**src/rtl/led_scan_driver_if.sv**
```systemverilog
// CPU-side display register / board-pin bundle for led_scan_driver.
// master = display register owner, slave = the scan driver.
interface led_scan_driver_if #(
  parameter int NUM_DIGITS = 4
);
  logic                    Enable;
  logic                    Load;
  logic [4*NUM_DIGITS-1:0] Value;
  logic [NUM_DIGITS-1:0]   DPIn;
  logic                    SegA, SegB, SegC, SegD, SegE, SegF, SegG;
  logic                    DP;
  logic [NUM_DIGITS-1:0]   nDigit;
  logic                    FrameDone;

  modport master (
    output Enable, Load, Value, DPIn,
    input  SegA, SegB, SegC, SegD, SegE, SegF, SegG, DP, nDigit, FrameDone
  );

  modport slave (
    input  Enable, Load, Value, DPIn,
    output SegA, SegB, SegC, SegD, SegE, SegF, SegG, DP, nDigit, FrameDone
  );
endinterface

```
**src/rtl/led_scan_driver.sv**
```systemverilog
// Multiplexed common-cathode 7-segment scan driver with blanking guard and
// frame-atomic display update. Optional leading-zero blanking: LED_ZERO_SUPPRESS_EN.
module led_scan_driver #(
  parameter int NUM_DIGITS  = 4,
  parameter int DIGIT_TICKS = 1,
  parameter int BLANK_TICKS = 1
) (
  input logic               Clock,
  input logic               Reset,
  led_scan_driver_if.slave  bus
);
  localparam int TICK_MAX = (DIGIT_TICKS > BLANK_TICKS) ?
                            ((DIGIT_TICKS > 2) ? DIGIT_TICKS : 2) :
                            ((BLANK_TICKS > 2) ? BLANK_TICKS : 2);
  localparam int TW = $clog2(TICK_MAX);
  localparam int IW = $clog2((NUM_DIGITS > 2) ? NUM_DIGITS : 2);
  localparam logic [TW-1:0] DIGIT_LAST = TW'(DIGIT_TICKS - 1);
  localparam logic [TW-1:0] BLANK_LAST = TW'((BLANK_TICKS > 0) ? BLANK_TICKS - 1 : 0);
  localparam logic [IW-1:0] IDX_LAST   = IW'(NUM_DIGITS - 1);

  typedef enum logic [1:0] {IDLE, BLANK, DRIVE} stateT;
  localparam stateT ENTRY = (BLANK_TICKS > 0) ? BLANK : DRIVE;

  stateT                   state, stateNext;
  logic [TW-1:0]           tick, tickNext;
  logic [IW-1:0]           idx, idxNext;
  logic [4*NUM_DIGITS-1:0] shadowVal, pendVal;
  logic [NUM_DIGITS-1:0]   shadowDp, pendDp;
  logic                    pendingValid;
  logic                    frameEnd;
  logic [NUM_DIGITS-1:0]   suppress;
  logic [NUM_DIGITS-1:0]   digitNext;
  logic [6:0]              segNext;
  logic                    dpNext;

  function automatic logic [6:0] hexDecode(input logic [3:0] n);
    logic [6:0] s;  // {A,B,C,D,E,F,G}
    s = '0;
    case (n)
      4'h0: s = 7'b1111110;
      4'h1: s = 7'b0110000;
      4'h2: s = 7'b1101101;
      4'h3: s = 7'b1111001;
      4'h4: s = 7'b0110011;
      4'h5: s = 7'b1011011;
      4'h6: s = 7'b1011111;
      4'h7: s = 7'b1110000;
      4'h8: s = 7'b1111111;
      4'h9: s = 7'b1111011;
      4'hA: s = 7'b1110111;
      4'hB: s = 7'b0011111;
      4'hC: s = 7'b1001110;
      4'hD: s = 7'b0111101;
      4'hE: s = 7'b1001111;
      4'hF: s = 7'b1000111;
      default: s = '0;
    endcase
    return s;
  endfunction

  always_ff @(posedge Clock) begin
    if (Reset) begin
      state <= IDLE;
      tick  <= '0;
      idx   <= '0;
    end else begin
      state <= stateNext;
      tick  <= tickNext;
      idx   <= idxNext;
    end
  end

  always_comb begin
    stateNext = state;
    tickNext  = tick + 1'b1;
    idxNext   = idx;
    case (state)
      IDLE: begin
        tickNext = '0;
        if (bus.Enable) stateNext = ENTRY;
      end
      BLANK: if (tick == BLANK_LAST) begin
        stateNext = DRIVE;
        tickNext  = '0;
      end
      DRIVE: if (tick == DIGIT_LAST) begin
        stateNext = ENTRY;
        tickNext  = '0;
        idxNext   = (idx == IDX_LAST) ? '0 : idx + 1'b1;
      end
      default: stateNext = IDLE;
    endcase
    if (!bus.Enable) begin
      stateNext = IDLE;
      tickNext  = '0;
      idxNext   = '0;
    end
  end

  assign frameEnd = (state == DRIVE) && bus.Enable && (tick == DIGIT_LAST) && (idx == IDX_LAST);

`ifdef LED_ZERO_SUPPRESS_EN
  always_comb begin
    logic allZero;
    suppress = '0;
    allZero  = 1'b1;
    for (int unsigned k = 0; k < NUM_DIGITS - 1; k++) begin
      allZero = allZero && (shadowVal[(NUM_DIGITS-1-k)*4 +: 4] == 4'h0);
      suppress[NUM_DIGITS-1-k] = allZero;
    end
  end
`else
  assign suppress = '0;
`endif

  // Outputs follow the registered state, so they lag the FSM by one edge.
  always_comb begin
    digitNext = '1;
    segNext   = '0;
    dpNext    = 1'b0;
    if (state == DRIVE) begin
      digitNext[idx] = 1'b0;
      segNext        = suppress[idx] ? 7'b0 : hexDecode(shadowVal[idx*4 +: 4]);
      dpNext         = shadowDp[idx];
    end
  end

  always_ff @(posedge Clock) begin
    if (Reset) begin
      {bus.SegA, bus.SegB, bus.SegC, bus.SegD, bus.SegE, bus.SegF, bus.SegG} <= '0;
      bus.DP        <= 1'b0;
      bus.nDigit    <= '1;
      bus.FrameDone <= 1'b0;
    end else begin
      {bus.SegA, bus.SegB, bus.SegC, bus.SegD, bus.SegE, bus.SegF, bus.SegG} <= segNext;
      bus.DP        <= dpNext;
      bus.nDigit    <= digitNext;
      bus.FrameDone <= frameEnd;
    end
  end

  // While dark or at a frame boundary the shadow may change freely; a Load
  // arriving on the same edge overrides any older pending value.
  always_ff @(posedge Clock) begin
    if (Reset) begin
      shadowVal    <= '0;
      shadowDp     <= '0;
      pendVal      <= '0;
      pendDp       <= '0;
      pendingValid <= 1'b0;
    end else if ((state == IDLE) || frameEnd) begin
      if (bus.Load) begin
        shadowVal    <= bus.Value;
        shadowDp     <= bus.DPIn;
        pendingValid <= 1'b0;
      end else if (pendingValid) begin
        shadowVal    <= pendVal;
        shadowDp     <= pendDp;
        pendingValid <= 1'b0;
      end
    end else if (bus.Load) begin
      pendVal      <= bus.Value;
      pendDp       <= bus.DPIn;
      pendingValid <= 1'b1;
    end
  end
endmodule
```
**src/flat_wrapper.sv**
```systemverilog
// flat-port wrapper written by rule: the top's interface ports become plain ports
module led_scan_driver_flat 
#(
  parameter int NUM_DIGITS  = 4,
  parameter int DIGIT_TICKS = 1,
  parameter int BLANK_TICKS = 1
)
  (Clock, Reset, bus_Enable, bus_Load, bus_Value, bus_DPIn, bus_SegA, bus_SegB, bus_SegC, bus_SegD, bus_SegE, bus_SegF, bus_SegG, bus_DP, bus_nDigit, bus_FrameDone);
  led_scan_driver_if #(.NUM_DIGITS(NUM_DIGITS)) bus_i ();
  input logic Clock;
  input logic Reset;
  input wire logic [$bits(bus_i.Enable)-1:0] bus_Enable;
  input wire logic [$bits(bus_i.Load)-1:0] bus_Load;
  input wire logic [$bits(bus_i.Value)-1:0] bus_Value;
  input wire logic [$bits(bus_i.DPIn)-1:0] bus_DPIn;
  output wire logic [$bits(bus_i.SegA)-1:0] bus_SegA;
  output wire logic [$bits(bus_i.SegB)-1:0] bus_SegB;
  output wire logic [$bits(bus_i.SegC)-1:0] bus_SegC;
  output wire logic [$bits(bus_i.SegD)-1:0] bus_SegD;
  output wire logic [$bits(bus_i.SegE)-1:0] bus_SegE;
  output wire logic [$bits(bus_i.SegF)-1:0] bus_SegF;
  output wire logic [$bits(bus_i.SegG)-1:0] bus_SegG;
  output wire logic [$bits(bus_i.DP)-1:0] bus_DP;
  output wire logic [$bits(bus_i.nDigit)-1:0] bus_nDigit;
  output wire logic [$bits(bus_i.FrameDone)-1:0] bus_FrameDone;
  assign bus_i.Enable = bus_Enable;
  assign bus_i.Load = bus_Load;
  assign bus_i.Value = bus_Value;
  assign bus_i.DPIn = bus_DPIn;
  assign bus_SegA = bus_i.SegA;
  assign bus_SegB = bus_i.SegB;
  assign bus_SegC = bus_i.SegC;
  assign bus_SegD = bus_i.SegD;
  assign bus_SegE = bus_i.SegE;
  assign bus_SegF = bus_i.SegF;
  assign bus_SegG = bus_i.SegG;
  assign bus_DP = bus_i.DP;
  assign bus_nDigit = bus_i.nDigit;
  assign bus_FrameDone = bus_i.FrameDone;
  led_scan_driver #(.NUM_DIGITS(NUM_DIGITS), .DIGIT_TICKS(DIGIT_TICKS), .BLANK_TICKS(BLANK_TICKS)) u_core (.Clock(Clock), .Reset(Reset), .bus(bus_i));
endmodule
```
**config.mk**
```make
export PLATFORM = sky130hd
export DESIGN_NAME = led_scan_driver_flat
export DESIGN_NICKNAME = d
export VERILOG_FILES = /design/src/rtl/led_scan_driver_if.sv /design/src/rtl/led_scan_driver.sv /design/src/flat_wrapper.sv
export SDC_FILE = /design/constraint.sdc
export NUM_CORES = 1
export LEC_CHECK = 0
export CORE_MARGIN = 2
export CORE_UTILIZATION = 48
export DETAILED_ROUTE_END_ITERATION = 16
export MAX_ROUTING_LAYER = met4
export PLACE_DENSITY = 0.78
export RECOVER_POWER = 25
export SYNTH_ARGS = -nofsm -noshare
export SYNTH_HDL_FRONTEND = slang
export SYNTH_SLANG_ARGS = --single-unit
```
**constraint.sdc**
```tcl
create_clock -name Clock -period 3.11 [get_ports Clock]
set_input_delay 0.4665 -clock Clock [delete_from_list [all_inputs] [get_ports Clock]]
set_output_delay 0.4665 -clock Clock [all_outputs]
set_load 0.1 [all_outputs]
```
After elaboration in Yosys (flattened, before gate mapping)
Memories as Yosys holds them, arrays and structs flattened. A register that Yosys moved wholly into a read port is not among the register bits.
Cells that the tools add are included.
- memory bits (read-only): 112
- bits in writable memories: 0
- input bits: 24
- latch bits: 0
- bits in registers: 52
- logic and storage cells: 59
- memories: 1
- memory list (name ; words ; width ; rd ports ; clocked after Yosys merged registers in ; write ports ; line ; source):
    (no name shown) ; 16 ; 7 ; 1 ; 1 ; 0 ; led_scan_driver.sv:39 ; case (n)
- bitwise gates (word level): 5
- eq/ne operators: 5
- div/mod/pow operators: 0
- magnitude comparators: 2
- reductions and logical operators: 16
- $add $sub $neg: 2
- $mul: 0
- mux-type cells: 16
- shifts and indexed selects: 1
- operators by type and width (kind ; number):
    $mux 16 ; 2
    $shiftx 16x5->4 ; 1
    $mux 4 ; 2
    $reduce_and 2->1 ; 4
    $reduce_or 2->1 ; 4
    $mux 2 ; 3
    $pmux 2 s3 ; 1
    $bmux 1 s2 ; 2
    $eq 2x2->1 const B ; 2
    $logic_and 1x1->1 ; 4
    $mux 1 ; 4
    $ne 2x2->1 const B ; 2
    $not 1->1 ; 4
    $not 4->4 ; 1
    $lt 2x3->1 const B ; 1
    $reduce_or 3->1 ; 1
    $add 2x1->2 const B ; 1
    $demux 1 s2 ; 1
    $eq 2x1->1 const B ; 1
    $ge 2x1->1 const B ; 1
    $logic_not 2->1 ; 1
    $pmux 1 s2 ; 1
    $reduce_bool 2->1 ; 1
    $add 1x1->1 const B ; 1
    $logic_or 1x1->1 ; 1

Longest topological paths before layout
- depth after elaboration: 7
- depth in mapped cells: 7
- mapped depth without buffers: 6

Worst setup path before layout
No wires, ideal clock.
- path type: reg2reg
- start point: register u_core.idx[0]
- end point: register u_core.bus.SegA
- cell stages (with the launch flop): 7
- setup slack: 1191 ps
- data required time: 2990 ps
- library setup time: 120 ps
- data arrival time: 1800 ps
- period minus slack after synthesis: 1919 ps
- cells stage by stage: dfxtp_1 -> buf_6 -> mux4_1 -> inv_1 -> ha_1 -> nor2b_4 -> o31a_1
- cells in the longest elaborated chain, start to end: 3
- elaborated cells on any way between the ends: 4
- classes of those cells: shift (1); mux (2); reduce/logical (1)
- RTL lines (what ; line ; source):
    from (decl) ; led_scan_driver.sv:26 ; logic [IW-1:0] idx, idxNext;
    from (signal assigned) ; led_scan_driver.sv:69 ; idx <= idxNext;
    branches (longest 3 deep; another with $shiftx 16x5->4) ; -- ;
    to (signal assigned) ; led_scan_driver.sv:135 ; {bus.SegA, bus.SegB, bus.SegC, bus.SegD, bus.SegE, bus.SegF, bus.SegG} <= segNext;
    to (decl) ; led_scan_driver_if.sv:22 ; output SegA, SegB, SegC, SegD, SegE, SegF, SegG, DP, nDigit, FrameDone
Parallel ways; which one is timed is not known. The select of a mux whose other input is x is not followed.
A chain may end at the register's enable or synchronous reset.

Worst setup path in the final report
- start point: register u_core.idx[0]
- end point: register u_core.bus.SegG
- cells in the longest elaborated chain, start to end: 3
- elaborated cells on any way between the ends: 4
- classes of those cells: shift (1); mux (2); reduce/logical (1)
- RTL lines (what ; line):
    branches (longest 3 deep; another with $shiftx 16x5->4) ; --
    to (signal assigned) ; led_scan_driver.sv:135
    to (decl) ; led_scan_driver_if.sv:22
Parallel ways; which one is timed is not known. The select of a mux whose other input is x is not followed.

==> impl_metrics.yaml <==
outcome:
  status: "completed"
logic_synthesis:
  syn_nets: 319
  ys_ff_latch: 59
  synth_area_um2: 2679
  yosysUniqueCellTypes: 34
  synth.avg_cell_area_um2: 9.432
  yosysWarnings: 0
  ys_seq_area_share_pct: 44.09
  netlist_instances: 284
timing:
  period_minus_slack_ns: 2.144
  hold_viol: 0
  clock_skew_ns: 0.005117
  rsz0062_at_grt: "no"
  relSlewSlack_pct: 22.92
  finalCritPeriodShare_pct: 68.95
  drv_slew: 0
  setup_tns_ns: 0
  fmax_ghz: 0.4664
  setup_viol: 0
  tightest_slew_ns: 1.161
power_and_ir_drop:
  peakVddDrop_mv: 0.3025
  cellPowerDensity_nw_per_um2: 558.7
  leakagePower_nw: 1.200
grt:
  grt_max_degree: 43
  grt_first_pass_wirelength_um: 8735
  groute.usage.overall_pct: 18.70
  grt_pass1_vias: 1903
  antenna_found_initial: 0
  grt.overflow.total: 0
place:
  place_congestion: 0.8832
  portBuffers: 36
  dpl.hpwl_um: 3505
setup_path:
  path_cells: "mux4_1, ha_1, nand2_1, o21ai_1, a221oi_2"
  slowest_delay_ns: 0.71
  critPathKind: "reg2reg"
  critPathLaunchType: "flop"
  worstPathArrival_ns: 2.39
  end_kind: "flop"
  path_delay_family: "multiplexers"
  required_ns: 3.36
  crit_slowest_cell: "mux4_1"
  path_buf_inv: 0
  path_max_fanout: 9
finish:
  layout_commonest_cell: "dfxtp_1"
  areaGrowthSynthToFinish_pct: 18.31
  fin_nets: 344
  insertedDiodeCount: 0
  final_cell_mix: "dfxtp_1, nor2_1, a21oi_1, o21ai_0, clkdlybuf4s50_1"
  fillCellCount: 490
  final_util_pct: 58.27
  drive_above_1_share_pct: 9.554
detailed_routing:
  vias: 2077
  dr.pass1.iters: 5
  routed_wl_um: 5257
  drtAntennaViolNets: 0
  vias_per_cell: 5.381
  post-route-drc-count: 0
  initialDrtViolationCount: 103
  wire_per_inst_um: 13.62
clocking:
  cts_setup_buffers: 0
  cts.sinks: 59
  ctsHoldBuffers: 0
  cts_buffers: 9
  cts_tree: "done"
  clk_latency_ns: 0.34
  cts_resized: 0
  root_buffer: "clkbuf_8"
  path_clk_slew_ns: 0.06
  clock_path_buffers: 2
  htree_levels: 3
die:
  die_y_um: 78.71
  placementRows: 27
  die-area_um2: 6194
  boundaryPins: 37
  die_width_um: 78.71
  initial_utilization_pct: 49.25
  coreArea_um2: 5439
flow_run:
  max_cap_violations: 0
min_path:
  worst_hold_path_type: "reg2reg"
## flip-flops by register name (all words and copies together), names as in the netlist
register	flops
u_core.bus.SegF	1
u_core.bus.DP	1
u_core.bus.SegG	1
u_core.pendDp	4
u_core.state	2
u_core.bus.SegB	1
u_core.idx	2
u_core.bus.FrameDone	1
u_core.bus.nDigit	4
u_core.bus.SegC	1
u_core.bus.SegD	1
u_core.pendVal	16
u_core.bus.SegA	1
u_core.bus.SegE	1
u_core.tick	1
u_core.shadowDp	4
u_core.shadowVal	16
u_core.pendingValid	1
## logic make-up after synthesis
family | after synthesis | synth area share [%]
AND/OR/NAND/NOR | 73 | 13.78
adder cells (fa/ha/maj) | 11 | 5.138
multiplexers | 26 | 12.47
AO/OA/AOI/OAI | 80 | 18.82
flip-flops | 59 | 44.09
buffers and inverters | 35 | 5.698
## cell usage after synthesis
master,count,share of area [%]
nor2_2,1,0.23
nand3b_4,1,0.75
a221oi_1,3,0.98
a211oi_2,1,0.47
buf_6,2,0.84
a211oi_1,21,5.9
or2_2,1,0.23
a221oi_2,2,1.1
nand2b_1,3,0.70
buf_2,4,0.75
and2_1,2,0.47
mux2i_1,21,7.8
o2111ai_1,1,0.33
dfxtp_1,59,44
a21oi_1,25,4.7
mux4_2,2,1.7
o31ai_1,1,0.28
o31a_1,1,0.33
ha_1,11,5.1
o21ai_0,22,4.1
buf_1,1,0.14
clkbuf_1,18,2.5
nor2b_1,3,0.70
a21o_1,1,0.28
nand2_1,7,0.98
o21ai_1,2,0.37
nor4_1,1,0.23
mux4_1,3,2.9
inv_1,9,1.3
clkbuf_2,1,0.19
nor3_1,4,0.75
nand3_1,21,3.9
nor2_1,27,3.8
nor2b_4,2,1.0
## worst paths after layout
| check | start | to | slack (ns) | depth (start not counted) |
|---|---|---|---|---|
| worst max-delay path | u_core.idx[0] | u_core.bus.SegG | 0.97 | 5 |
| worst min-delay path | u_core.pendVal[14] | u_core.pendVal[14] | 0.47 | 2 |
| worst max register to register | u_core.idx[0] | u_core.bus.SegG | 0.97 | 5 |
| worst min register to register | u_core.pendVal[14] | u_core.pendVal[14] | 0.47 | 2 |
## where the power goes
part           total, W  switching (W)  internal [W]
Clock          0.000738       0.000292      0.000445
Sequential     0.000811      0.0000196      0.000792
Combinational  0.000222       0.000129     0.0000934
Total           0.00177       0.000440       0.00133
## area by class of cell
cell class / count / area (um^2) / area share [%]
well taps: 72 / 90.09 / 2.842
clock buffers: 10 / 127.6 / 4.027
repair buffers: 40 / 304.0 / 9.593
multi-input cells: 190 / 1353 / 42.68
clock inverters: 6 / 80.08 / 2.527
inverters: 9 / 33.78 / 1.066
flip-flops and latches: 59 / 1181 / 37.27
## metal layers
metal | track usage [%] | up-vias | share of wire (%)
met1 | 24.17 | 945 | 48
met4 | 11.05 | 0 | 2.8
li1 | - | 1070 | -
met3 | 3.977 | 12 | 4.4
met2 | 27.01 | 50 | 45
met5 | - | - | 0
## per-stage QoR
stage / instances / instance area, um^2 / setup slack (ns) / hold WS, ns / total power (W)
after floorplan: 284 / 2679 / 1.191 / 0.4532 / 0.0009815
after global placement: 370 / 3010 / 1.049 / 0.4594 / 0.001044
after detailed placement: 370 / 3010 / 0.9577 / 0.4658 / 0.001049
after CTS: 386 / 3218 / 0.9549 / 0.4677 / 0.001788
after global routing: 386 / 3169 / 0.8345 / 0.5028 / 0.001851
final: 386 / 3169 / 0.9657 / 0.4721 / 0.001771
## worst reg2reg max path: cells and delay by family (launching register included)
family,cells,cell delay (ns)
multiplexers,1,0.71
AO/OA/AOI/OAI,2,0.35
flip-flops,1,0.58
adder cells (fa/ha/maj),1,0.30
AND/OR/NAND/NOR,1,0.13
(Power assumes the default switching activity.)
